`src/rtl/serial_addsub_pkg.sv`:
```
// serial_addsub_pkg: shared state encoding and sizing helper for the serial adder/subtractor
package serial_addsub_pkg;
  typedef enum logic [1:0] {IDLE = 2'd0, RUN = 2'd1, DONE = 2'd2} state_t;
  function automatic int cnt_w(input int n);
    return (n <= 1) ? 1 : $clog2(n);
  endfunction
endpackage

```
`src/rtl/addsub_slice.sv`:
```
// addsub_slice: W-bit combinational ripple adder exposing the carry into its top bit
module addsub_slice #(
  parameter int W = 1
) (
  input  logic [W-1:0] a,
  input  logic [W-1:0] b,
  input  logic         cin,
  output logic [W-1:0] sum,
  output logic         cout,
  output logic         cmsb
);
  logic c;
  // ripple the carry LSB to MSB, remembering the carry entering the top bit
  always_comb begin
    c = cin;
    sum = '0;
    cmsb = cin;
    for (int i = 0; i < W; i++) begin
      cmsb = c;
      sum[i] = a[i] ^ b[i] ^ c;
      c = (a[i] & b[i]) | (c & (a[i] ^ b[i]));
    end
    cout = c;
  end
endmodule

```
`src/rtl/serial_addsub.sv`:
```
// serial_addsub: multi-cycle LSB-first adder/subtractor; optional saturation via SERIAL_ADDSUB_SAT_EN
module serial_addsub
  import serial_addsub_pkg::*;
#(
  parameter int WIDTH          = 10,
  parameter int BITS_PER_CYCLE = 1
) (
  input  logic             clk,
  input  logic             rst_n,
  input  logic             start_i,
  input  logic             sub_i,
  input  logic             cin_i,
`ifdef SERIAL_ADDSUB_SAT_EN
  input  logic             sat_i,
`endif
  input  logic [WIDTH-1:0] a_i,
  input  logic [WIDTH-1:0] b_i,
  output logic             busy_o,
  output logic             done_o,
  output logic [WIDTH-1:0] sum_o,
  output logic             cout_o,
  output logic             ovf_o,
  output logic             zero_o
);
  localparam int N  = WIDTH / BITS_PER_CYCLE;
  localparam int CW = cnt_w(N);
  localparam logic [WIDTH-1:0] MAXP = {1'b0, {(WIDTH-1){1'b1}}};
  if (WIDTH % BITS_PER_CYCLE != 0) begin : g_bad_bpc
    $error("serial_addsub: BITS_PER_CYCLE must divide WIDTH");
  end
  state_t                      state;
  logic [WIDTH-1:0]            a_q, b_q, r_q, r_nxt, res;
  logic [WIDTH+BITS_PER_CYCLE-1:0] sh;
  logic [BITS_PER_CYCLE-1:0]   s;
  logic [CW-1:0]               cnt;
  logic                        c_q, sat_q, sat_in, co, cm, ovf, last;
`ifdef SERIAL_ADDSUB_SAT_EN
  assign sat_in = sat_i;
`else
  assign sat_in = 1'b0;
`endif
  addsub_slice #(.W(BITS_PER_CYCLE)) u_slice (
    .a(a_q[BITS_PER_CYCLE-1:0]),
    .b(b_q[BITS_PER_CYCLE-1:0]),
    .cin(c_q),
    .sum(s),
    .cout(co),
    .cmsb(cm)
  );
  // new slice bits enter from the MSB side; on the last beat this is the full word
  always_comb begin
    sh = {s, r_q};
    r_nxt = sh[WIDTH+BITS_PER_CYCLE-1:BITS_PER_CYCLE];
    last = cnt == CW'(N - 1);
    ovf = co ^ cm;
    res = (sat_q && ovf) ? (r_nxt[WIDTH-1] ? MAXP : ~MAXP) : r_nxt;
  end
  // control FSM with operand/result shift registers and registered flags
  always_ff @(posedge clk or negedge rst_n) begin
    if (!rst_n) begin
      state <= IDLE;
      a_q <= '0;
      b_q <= '0;
      r_q <= '0;
      c_q <= 1'b0;
      sat_q <= 1'b0;
      cnt <= '0;
      busy_o <= 1'b0;
      done_o <= 1'b0;
      sum_o <= '0;
      cout_o <= 1'b0;
      ovf_o <= 1'b0;
      zero_o <= 1'b1;
    end else begin
      done_o <= 1'b0;
      case (state)
        IDLE: if (start_i) begin
          a_q <= a_i;
          b_q <= sub_i ? ~b_i : b_i;
          c_q <= sub_i ^ cin_i;
          sat_q <= sat_in;
          r_q <= '0;
          cnt <= '0;
          busy_o <= 1'b1;
          state <= RUN;
        end
        RUN: begin
          a_q <= a_q >> BITS_PER_CYCLE;
          b_q <= b_q >> BITS_PER_CYCLE;
          c_q <= co;
          r_q <= r_nxt;
          cnt <= cnt + CW'(1);
          if (last) begin
            state <= DONE;
            done_o <= 1'b1;
            sum_o <= res;
            cout_o <= co;
            ovf_o <= ovf;
            zero_o <= res == '0;
          end
        end
        DONE: begin
          busy_o <= 1'b0;
          state <= IDLE;
        end
        default: begin
          busy_o <= 1'b0;
          state <= IDLE;
        end
      endcase
    end
  end
endmodule

```
`config.mk`:
```
export PLATFORM = sky130hd
export DESIGN_NAME = serial_addsub
export DESIGN_NICKNAME = d
export VERILOG_FILES = /design/src/rtl/serial_addsub_pkg.sv /design/src/rtl/addsub_slice.sv /design/src/rtl/serial_addsub.sv
export SDC_FILE = /design/constraint.sdc
export NUM_CORES = 1
export LEC_CHECK = 0
export BUFFER_PORTS_ARGS = -buffer_cell sky130_fd_sc_hd__buf_2
export CAP_MARGIN = 20
export CELL_PAD_IN_SITES_DETAIL_PLACEMENT = 2
export CELL_PAD_IN_SITES_GLOBAL_PLACEMENT = 2
export CORE_ASPECT_RATIO = 0.9
export CORE_UTILIZATION = 23
export CTS_BUF_LIST = sky130_fd_sc_hd__clkbuf_16
export CTS_CLUSTER_SIZE = 10
export DETAILED_ROUTE_END_ITERATION = 10
export HOLD_SLACK_MARGIN = 0.08
export PLACE_DENSITY_LB_ADDON = 0.1
export SETUP_SLACK_MARGIN = 0.2
export SLEW_MARGIN = 20
export SYNTH_ARGS = -nofsm -noshare
export SYNTH_HDL_FRONTEND = slang
export SYNTH_SLANG_ARGS = --single-unit
```
`constraint.sdc`:
```
create_clock -name clk -period 4.9 [get_ports clk]
set_clock_uncertainty 0.2 [all_clocks]
set_input_delay 0.735 -clock clk [delete_from_list [all_inputs] [get_ports clk]]
set_output_delay 0.735 -clock clk [all_outputs]
set_load 0.02 [all_outputs]
```
==> results.ini, run 1 <==
[status]
status=complete, no violations

[clocking]
cts_buffers=5
cts_setup_buffers=0
cts_max_level=2
clk_latency_ns=0.30
clkSinkCount=51
cts_buffer_depth=2
ctsResizeCount=0
cts_root_buf=clkbuf_16
postCtsHoldBufs=0
clkSlewWorstSetupHoldPaths_ns=0.07
cts_tree=built

[yosys]
synth_top_family_by_area=compound AO/OA/AOI/OAI gates
ys_seq_elements=51
syn_area_per_cell_um2=11.6
synth-edff-count=0
synth_compound_area_share_pct=18.3
async_flop_share_pct=100
synthMuxAreaShare_pct=7.52
synthXorXnorAreaFrac_pct=4.39
syn_area_um2=2390
syn_nets=234
synth_fa_ha_area_share_pct=1.88
synth-seq-area-share_pct=53.3
ys.flop_type=dfrtp_1
syn_inst=206
yosys.area_share.simple_pct=10.1
synth.distinct_cells=38
yosysWarnings=0

[routing]
drcViolationCount=0
first_iter_violations=45
vias=1718
first_pass_iters=4
viasPerCell=4.68
routed_wl_um=6210
antenna_left=0
post_drt_wl_per_cell_um=16.9

[finish]
syn_to_final_growth_pct=18.2
drive_gt1_share_pct=27.8
final-instance-count-excl-fill=367
mostFrequentLayoutCell=dfrtp_1
nNetsFinal=268
insertedDiodeCount=0
final_cell_mix=50 x dfrtp_1, 39 x buf_2, 16 x nand2_1

[sta]
tightest_slew_ns=0.915
min_period_over_period_pct=51.3
max_freq_mhz=398
hold_violations=0
final_max_slew_viol_count=0
grt_setup_unrepaired=false
holdWs_ns=0.296
slew_headroom_pct=38.9
fin_setup_tns_ns=0
setup_viol=0
fin_crit_ns=2.51

[global_routing]
grt_use_total_pct=12.7
antenna_found_initial=0
first_global_vias=1893
overflow=0
grt_max_degree=52
grt_pass1_wl_um=10400

[floorplanning]
core-area_um2=9910
die_area_um2=10800
rows=34
die_h_um=98.8
die_w_um=110
start_util_pct=24.2
pin_count=40

[critical_path]
critPathKind=register to register
cp_max_fo=23
required_ns=4.90
cp-end-kind=register
cp-startpoint=state[0]$_DFFE_PN0P_
critical_path.endpoint=a_q[7]$_DFFE_PN0P_
ff2ff_path_depth=4
r2r_slack_ns=2.39
start_kind=register
r2r_start=state[0]$_DFFE_PN0P_
r2r_end=a_q[7]$_DFFE_PN0P_
worstPathArrival_ns=2.51

[power_and_ir_drop]
powerDensity_nw_per_um2=599
peakVddDrop_mv=0.170
p_total_mw=1.70
leakagePower_nw=1.27

[hold_path]
min_delay_path_depth=1
min_path_type=register to register

[place]
portBuffers=39
gp_congestion=0.663
placed_cells=359
place_hpwl_um=4110

[job]
cap_viol_max_count=0

[how the worst min path moves through the flow]
stage | startpoint | endpoint | slack (ns)
final | cnt[3]$_DFFE_PN0P_ | cnt[3]$_DFFE_PN0P_ | 0.30
after floorplan | rst_n | a_q[0]$_DFFE_PN0P_ | 0.24
after CTS | b_q[3]$_DFFE_PN0P_ | b_q[3]$_DFFE_PN0P_ | 0.31
after global routing | b_q[2]$_DFFE_PN0P_ | b_q[2]$_DFFE_PN0P_ | 0.32
after detailed placement | b_q[3]$_DFFE_PN0P_ | b_q[3]$_DFFE_PN0P_ | 0.29
after global placement | cnt[3]$_DFFE_PN0P_ | cnt[3]$_DFFE_PN0P_ | 0.28
[Yosys cell counts, types with 3 or more instances]
library cell  number  share of area, %
mux2_2             4               1.9
inv_1              4              0.63
nand2_1           16               2.5
buf_2              6               1.3
a21oi_1           14               2.9
a22oi_1           13               4.1
o21ai_0           12               2.5
dfrtp_1           50                52
nor2_1             6              0.94
a221o_1            3               1.3
nor2b_1           13               3.4
o221ai_1           3               1.1
a22o_1             9               3.3
mux2_4             9               5.6
o211ai_1           4               1.3
clkbuf_1           6              0.94
xnor2_1           10               3.7
[through the flow]
step | util [%] | area (um^2) | worst slack, ns
final | 28.6 | 2830 | 2.39
after global routing | 28.6 | 2830 | 2.16
after CTS | 28.6 | 2830 | 2.31
after detailed placement | 27.0 | 2680 | 2.28
after global placement | 27.0 | 2680 | 2.37
after floorplan | - | 2390 | 3.17
[flip-flops by register name, summed over array words and instances, names as in the netlist, 2 cells and up]
name and cells:
a_q 10, b_q 10, sum_o 10, r_q 9, cnt 4, state 2
[where the power goes]
part / leakage, nW / total, mW / internal, mW / switching (mW)
registers: 0.661 / 0.742 / 0.587 / 0.155
logic: 0.536 / 0.585 / 0.274 / 0.311
clock network: 0.0748 / 0.371 / 0.195 / 0.176
total: 1.27 / 1.70 / 1.06 / 0.641
[layout make-up]
class / instances / area [um^2]
Fill cell: 1101 / 7080
Sequential cell: 51 / 1280
Clock inverter: 3 / 26.3
Inverter: 4 / 15.0
Clock buffer: 5 / 125
Multi-Input combinational cell: 136 / 1010
Tap cell: 126 / 158
Timing Repair Buffer: 42 / 218
[logic make-up (layout without fill, tap and decap cells)]
logic type               after synthesis  after routing
AND/OR/NAND/NOR                       44             44
adder cells (fa/ha/maj)                3              3
flip-flops                            51             51
buffers and inverters                 19             54
multiplexers                          13             13
XOR/XNOR                              12             12
AO/OA/AOI/OAI                         64             64
[per-layer routing]
metal  part of all wire [%]  track usage (%)
met4                    1.2             4.00
met1                     51             18.1
met3                    2.5             2.38
met2                     46             19.2
met5                      0                0
[worst max-delay path, cell delays in order, from the launching register on]
cell and delay [ns]:
dfrtp_1 0.86, nor2b_1 0.79, buf_4 0.37, a22oi_1 0.09
o21ai_0 0.11
(Power assumes the default switching activity.)
==> run 2: changes to the inputs <==
==> constraint.sdc (replaced) <==
create_clock -name clk -period 2.4 [get_ports clk]
set_clock_uncertainty 0.2 [all_clocks]
set_input_delay 0.36 -clock clk [delete_from_list [all_inputs] [get_ports clk]]
set_output_delay 0.36 -clock clk [all_outputs]
set_load 0.02 [all_outputs]
==> results.ini, run 2 (synthesized netlist as in run 1, its figures left out) <==
[job]
cap_viol_max_count=0  ; unchanged

[finish]
drive_gt1_share_pct=29.4  ; was 27.8%
multiInputGateArea_um2=1010  ; unchanged
final-instance-count-excl-fill=374  ; was 367
mostFrequentLayoutCell=dfrtp_1  ; unchanged
seq_area_um2=1280  ; unchanged
top_regs=a_q: 10 flops, b_q: 10 flops, sum_o: 10 flops  ; unchanged
insertedDiodeCount=0  ; unchanged
nNetsFinal=275  ; was 268
final_cell_area_um2=2900  ; was 2830 um^2
syn_to_final_growth_pct=21.0  ; was 18.2%
fillers=1094  ; was 1,101
utilization_pct=29.2  ; was 28.6%
final_cell_mix=50 x dfrtp_1, 39 x buf_2, 16 x nand2_1  ; unchanged

[critical_path]
ff2ff_path_depth=4  ; unchanged
cp_max_fo=16  ; was 23
worstPathArrival_ns=1.91  ; was 2.51 ns
cp-end-kind=register  ; unchanged
required_ns=2.38  ; was 4.90 ns
r2r_slack_ns=0.47  ; was 2.39 ns
r2r_start=state[0]$_DFFE_PN0P_  ; unchanged
critPathKind=register to register  ; unchanged
start_kind=register  ; unchanged
r2r_end=b_q[7]$_DFFE_PN0P_  ; was a_q[7]$_DFFE_PN0P_

[place]
place_area_um2=2740  ; was 2680 um^2
place_hpwl_um=4510  ; was 4110 um
gp_congestion=0.680  ; was 0.663
portBuffers=39  ; unchanged
placed_cells=365  ; was 359
post-place-ws_ns=0.453  ; was 2.28 ns

[sta]
min_period_over_period_pct=80.4  ; was 51.3%
final_max_slew_viol_count=0  ; unchanged
max_freq_mhz=519  ; was 398 MHz
tightest_slew_ns=0.843  ; was 0.915 ns
setup_ws_ns=0.471  ; was 2.39 ns
fin_setup_tns_ns=0  ; unchanged
fin_crit_ns=1.93  ; was 2.51 ns
slew_headroom_pct=43.8  ; was 38.9%
grt_setup_unrepaired=false  ; unchanged
holdWs_ns=0.151  ; was 0.296 ns
hold_violations=0  ; unchanged
setup_viol=0  ; unchanged

[power_and_ir_drop]
seq_power_share_pct=42.7  ; was 43.7%
pwr-share-clk_pct=21.2  ; was 21.8%
p_int_mw=2.19  ; was 1.06 mW
p_total_mw=3.51  ; was 1.70 mW
switching_share_pct=37.7  ; was 37.8%
pwr-share-comb_pct=36.1  ; was 34.5%
leakagePower_nw=1.31  ; was 1.27 nW
powerDensity_nw_per_um2=1210  ; was 599 nW/um^2
net-switching-power_mw=1.33  ; was 0.641 mW
peakVddDrop_mv=0.369  ; was 0.170 mV

[clocking]
cts_root_buf=clkbuf_16  ; unchanged
clk_latency_ns=0.29  ; was 0.30 ns
cts_tree=built  ; unchanged
cts_buffer_depth=2  ; unchanged
cts_max_level=2  ; unchanged
clkSlewWorstSetupHoldPaths_ns=0.07  ; about the same
clkSinkCount=51  ; unchanged
postCtsHoldBufs=1  ; was 0
cts_buffers=5  ; unchanged
cts_setup_buffers=0  ; unchanged
ctsResizeCount=0  ; unchanged

[routing]
routed_wl_um=6480  ; was 6210 um
antenna_left=0  ; unchanged
first_iter_violations=34  ; was 45
viasPerCell=4.66  ; was 4.68
post_drt_wl_per_cell_um=17.3  ; was 16.9 um
vias=1742  ; was 1,718
first_pass_iters=4  ; unchanged
drcViolationCount=0  ; unchanged

[global_routing]
grt_use_total_pct=13.0  ; was 12.7%
grt_max_degree=30  ; was 52
grt_pass1_wl_um=10600  ; was 10,400 um
antenna_found_initial=0  ; unchanged
first_global_vias=1933  ; was 1,893
overflow=0  ; unchanged

[floorplanning]
die_area_um2=10800  ; unchanged
pin_count=40  ; unchanged
rows=34  ; unchanged
core-area_um2=9910  ; unchanged
die_w_um=110  ; unchanged
start_util_pct=24.2  ; unchanged
die_h_um=98.8  ; unchanged

[hold_path]
min_path_type=input port to register  ; was register to register
min-delay-start=a_i[8]  ; was cnt[3]$_DFFE_PN0P_
min_delay_path_depth=3  ; was 1
min_to=a_q[8]$_DFFE_PN0P_  ; was cnt[3]$_DFFE_PN0P_

[status]
status=complete, no violations  ; unchanged

-- run 2: routing by layer --
| metal | up-vias | track usage, % | routed length [um] |
|---|---|---|---|
| li1 | 822 | - | - |
| met1 | 893 | 19.5 | 3340 |
| met5 | - | 0 | 0 |
| met3 | 4 | 2.91 | 189 |
| met2 | 23 | 19.0 | 2920 |
| met4 | 0 | 2.77 | 34 |
-- run 2: layout make-up --
type                       instances  area share [%]
sequential                        51            44.1
inverter                           4           0.518
clock buffer                       5            4.32
tap                              126            5.44
timing repair buffer              49            9.84
multi-input combinational        136            34.9
clock inverter                     3           0.907
-- run 2: power by group through the flow --
stage / Sequential [mW] / Clock [mW] / Combinational, mW
floorplan: 1.52 / 0 / 0.850
global placement: 1.51 / 0 / 1.27
detailed placement: 1.52 / 0 / 1.30
CTS: 1.51 / 0.775 / 1.31
global route: 1.55 / 0.800 / 1.42
finish: 1.50 / 0.744 / 1.27
-- run 2: critical path, stage by stage (launching register included) --
cell and delay [ns]:
dfrtp_1 0.52, buf_4 0.28, or3b_1 0.38, o32ai_1 0.17, a221o_1 0.27
-- run 2: how the worst max path moves through the flow --
stage / start / endpoint / cells after the start
after global placement: start_i / a_q[0]$_DFFE_PN0P_ / 5
after CTS: state[0]$_DFFE_PN0P_ / b_q[7]$_DFFE_PN0P_ / 4
after detailed placement: state[0]$_DFFE_PN0P_ / b_q[7]$_DFFE_PN0P_ / 4
after global routing: state[0]$_DFFE_PN0P_ / a_q[2]$_DFFE_PN0P_ / 4
final: state[0]$_DFFE_PN0P_ / b_q[7]$_DFFE_PN0P_ / 4
after floorplan: cnt[1]$_DFFE_PN0P_ / ovf_o$_DFFE_PN0P_ / 6
==> run 3: changes to the inputs <==
--- a/config.mk
+++ b/config.mk
@@ -5,6 +5,7 @@
 export SDC_FILE = /design/constraint.sdc
 export NUM_CORES = 1
 export LEC_CHECK = 0
+export ABC_AREA = 1
 export BUFFER_PORTS_ARGS = -buffer_cell sky130_fd_sc_hd__buf_2
 export CAP_MARGIN = 20
 export CELL_PAD_IN_SITES_DETAIL_PLACEMENT = 2
==> constraint.sdc (replaced) <==
create_clock -name clk -period 1.74 [get_ports clk]
set_clock_uncertainty 0.2 [all_clocks]
set_input_delay 0.261 -clock clk [delete_from_list [all_inputs] [get_ports clk]]
set_output_delay 0.261 -clock clk [all_outputs]
set_load 0.02 [all_outputs]
==> results.ini, run 3 <==
[global_routing]
grt_max_degree=52  ; was 30
overflow=0  ; unchanged
grt_use_total_pct=13.2  ; was 13.0%
antenna_found_initial=0  ; unchanged
first_global_vias=2067  ; was 1,933
grt_pass1_wl_um=10600  ; about the same

[finish]
mostFrequentLayoutCell=nand2_1  ; was dfrtp_1
drive_gt1_share_pct=27.6  ; was 29.4%
syn_to_final_growth_pct=32.7  ; was 21.0%
final_cell_mix=62 x nand2_1, 50 x dfrtp_1, 43 x nand3_1  ; was 50 x dfrtp_1, 39 x buf_2, 16 x nand2_1
top_regs=a_q: 10 flops, b_q: 10 flops, sum_o: 10 flops  ; unchanged
nNetsFinal=335  ; was 275
insertedDiodeCount=0  ; unchanged
fillers=1103  ; was 1,094

[routing]
drcViolationCount=0  ; unchanged
routed_wl_um=6460  ; was 6480 um
vias=1915  ; was 1,742
first_pass_iters=4  ; unchanged
first_iter_violations=36  ; was 34
viasPerCell=4.41  ; was 4.66
post_drt_wl_per_cell_um=14.9  ; was 17.3 um
antenna_left=0  ; unchanged

[clocking]
cts_root_buf=clkbuf_16  ; unchanged
clkSlewWorstSetupHoldPaths_ns=0.07  ; about the same
cts_buffer_depth=2  ; unchanged
cts_max_level=2  ; unchanged
clkSinkCount=51  ; unchanged
clk_latency_ns=0.29  ; about the same
cts_tree=built  ; unchanged
cts_buffers=5  ; unchanged

[critical_path]
cp-end-kind=register  ; unchanged
critical_path.endpoint=r_q[9]$_DFFE_PN0P_  ; was b_q[7]$_DFFE_PN0P_
critPathKind=register to register  ; unchanged
path_cells=fa_1, inv_2, buf_4, o22ai_1  ; was buf_4, or3b_1, o32ai_1, a221o_1
start_kind=register  ; unchanged
r2r_start=a_q[0]$_DFFE_PN0P_  ; was state[0]$_DFFE_PN0P_
crit_slowest_cell=fa_1  ; was dfrtp_1
worstPathArrival_ns=1.60  ; was 1.91 ns
path_buf_inv=2  ; was 1
required_ns=1.75  ; was 2.38 ns
cp-startpoint=a_q[0]$_DFFE_PN0P_  ; was state[0]$_DFFE_PN0P_
r2r_slack_ns=0.16  ; was 0.47 ns
r2r_end=r_q[9]$_DFFE_PN0P_  ; was b_q[7]$_DFFE_PN0P_
critical_path_depth=4  ; unchanged
crit_family=adder cells  ; was flip-flops
slowest_delay_ns=0.56  ; was 0.52 ns
ff2ff_path_depth=4  ; unchanged
cp_max_fo=3  ; was 16

[floorplanning]
core-area_um2=9700  ; was 9910 um^2
pin_count=40  ; unchanged
die_h_um=97.0  ; was 98.8 um
die_w_um=108  ; was 110 um
rows=34  ; unchanged
die_area_um2=10400  ; was 10,800 um^2
start_util_pct=23.8  ; was 24.2%

[hold_path]
min_path_type=input port to register  ; unchanged

[sta]
grt_setup_unrepaired=true  ; was false
max_freq_mhz=632  ; was 519 MHz
hold_violations=0  ; unchanged
min_period_over_period_pct=91.0  ; was 80.4%
tightest_slew_ns=0.312  ; was 0.843 ns
setup_viol=0  ; unchanged
fin_crit_ns=1.58  ; was 1.93 ns
final_max_slew_viol_count=0  ; unchanged
fin_setup_tns_ns=0  ; unchanged
slew_headroom_pct=79.2  ; was 43.8%
setup_ws_ns=0.157  ; was 0.471 ns

[place]
post-place-ws_ns=0.128  ; was 0.453 ns
place_hpwl_um=4010  ; was 4510 um
portBuffers=39  ; unchanged
gp_congestion=0.630  ; was 0.680

[yosys]
syn_nets=271  ; was 234
yosys.area.top_type=dfrtp_1  ; unchanged
synth.distinct_cells=24  ; was 38
syn_area_per_cell_um2=9.49  ; was 11.6 um^2
yosys.cell_count.top_type=nand2_1  ; was dfrtp_1
synth_top_area_share_pct=54.3  ; was 52.2%
syn_inst=243  ; was 206
yosys-top-cells-count=63 x nand2_1, 50 x dfrtp_1, 43 x nand3_1  ; was 50 x dfrtp_1, 16 x nand2_1, 14 x a21oi_1
ys.flop_type=dfrtp_1  ; unchanged
ys_seq_elements=51  ; unchanged
async_flop_share_pct=100  ; unchanged
syn_area_um2=2310  ; was 2390 um^2
ys_top_cells_by_area=dfrtp_1 54%, nand2_1 10%, nand3_1 9.3%  ; was dfrtp_1 52%, mux2_4 5.6%, a22oi_1 4.1%
synth-seq-area-share_pct=55.4  ; was 53.3%
yosysWarnings=0  ; unchanged
synth-edff-count=0  ; unchanged

[power_and_ir_drop]
leakagePower_nw=1.47  ; was 1.31 nW
p_total_mw=5.23  ; was 3.51 mW
powerDensity_nw_per_um2=1710  ; was 1210 nW/um^2
peakVddDrop_mv=0.488  ; was 0.369 mV

[status]
status=complete, no violations  ; unchanged

[job]
cap_viol_max_count=0  ; unchanged

==> run 3: cell types whose count changed after synthesis, moves of 8 or more <==
cell and delta:
a21oi_1 -13, a22o_1 -9, a22oi_1 -13, inv_1 +9, mux2_4 -9, nand2_1 +47, nand3_1 +42, nor2b_1 -13
o21ai_0 -9, o21ai_2 +11, o22ai_1 +10, xor2_1 +8
==> run 3: area by class of cell <==
type	count	area, um^2	share of cell area, %
clock buffer	5	125	4.09
inverter	17	71.3	2.33
sequential	51	1280	41.7
multi-input combinational	163	921	30.1
timing repair buffer	69	495	16.2
clock inverter	3	12.5	0.409
tap	126	158	5.15
==> run 3: worst min-delay path, cell delays in order <==
cell,delay (ns)
buf_2,0.08
xor2_1,0.05
nand2_1,0.06
nand3_1,0.07
==> run 3: per-stage QoR <==
stage | hold slack [ns] | instances | util (%) | instance area [um^2]
after floorplan | -0.235 | 243 | - | 2310
after global placement | 0.0883 | 403 | 27.3 | 2650
after detailed placement | 0.0869 | 403 | 27.3 | 2650
after CTS | 0.0835 | 429 | 30.7 | 2980
after global routing | 0.120 | 434 | 31.6 | 3060
final | 0.0805 | 434 | 31.6 | 3060
==> run 3: worst min-delay path by stage <==
stage,startpoint,endpoint,slack (ns),depth (start not counted)
2_1_floorplan,rst_n,a_q[0]$_DFFE_PN0P_,-0.23,0
3_3_place_gp,rst_n,sum_o[2]$_DFFE_PN0P_,0.09,2
3_5_place_dp,rst_n,sum_o[2]$_DFFE_PN0P_,0.09,2
4_1_cts,b_i[0],b_q[0]$_DFFE_PN0P_,0.08,4
5_1_grt,cin_i,c_q$_DFFE_PN0P_,0.12,4
6_report,b_i[0],b_q[0]$_DFFE_PN0P_,0.08,4
==> run 3: per-layer routing <==
layer / wire length (um) / part of all wire, % / track usage [%] / vias to the layer above
li1: - / - / - / 919
met1: 3220 / 50 / 18.0 / 961
met2: 2970 / 46 / 21.0 / 27
met3: 178 / 2.8 / 2.29 / 8
met4: 97 / 1.5 / 4.74 / 0
met5: 0 / 0 / 0 / -
==> run 3: kinds of logic (layout without fill, tap and decap cells) <==
kind of cell	Yosys count	count (layout)	share of synthesized area [%]
DFF	51	51	55.4
AOI/OAI and AO/OA	26	26	8.03
adders and majority gates	3	3	1.95
and+or+nand+nor	120	121	23.2
buffers and inverters	30	94	6.46
xor gates and xnor gates	13	13	4.94
==> run 3: repair_timing <==
action / 4_1_cts / 5_1_grt
resized for setup: 4 / 7
setup buffers: 1 / 4
hold endpoints to repair: 67 / 0
hold buffers: 17 / 0
gates cloned: 0 / 1
setup endpoints to repair: 14 / 21
pin swaps: 0 / 5
==> run 3: power by group <==
part	switching (mW)	internal [mW]
Clock	0.442	0.522
Sequential	0.285	1.70
Combinational	1.40	0.889
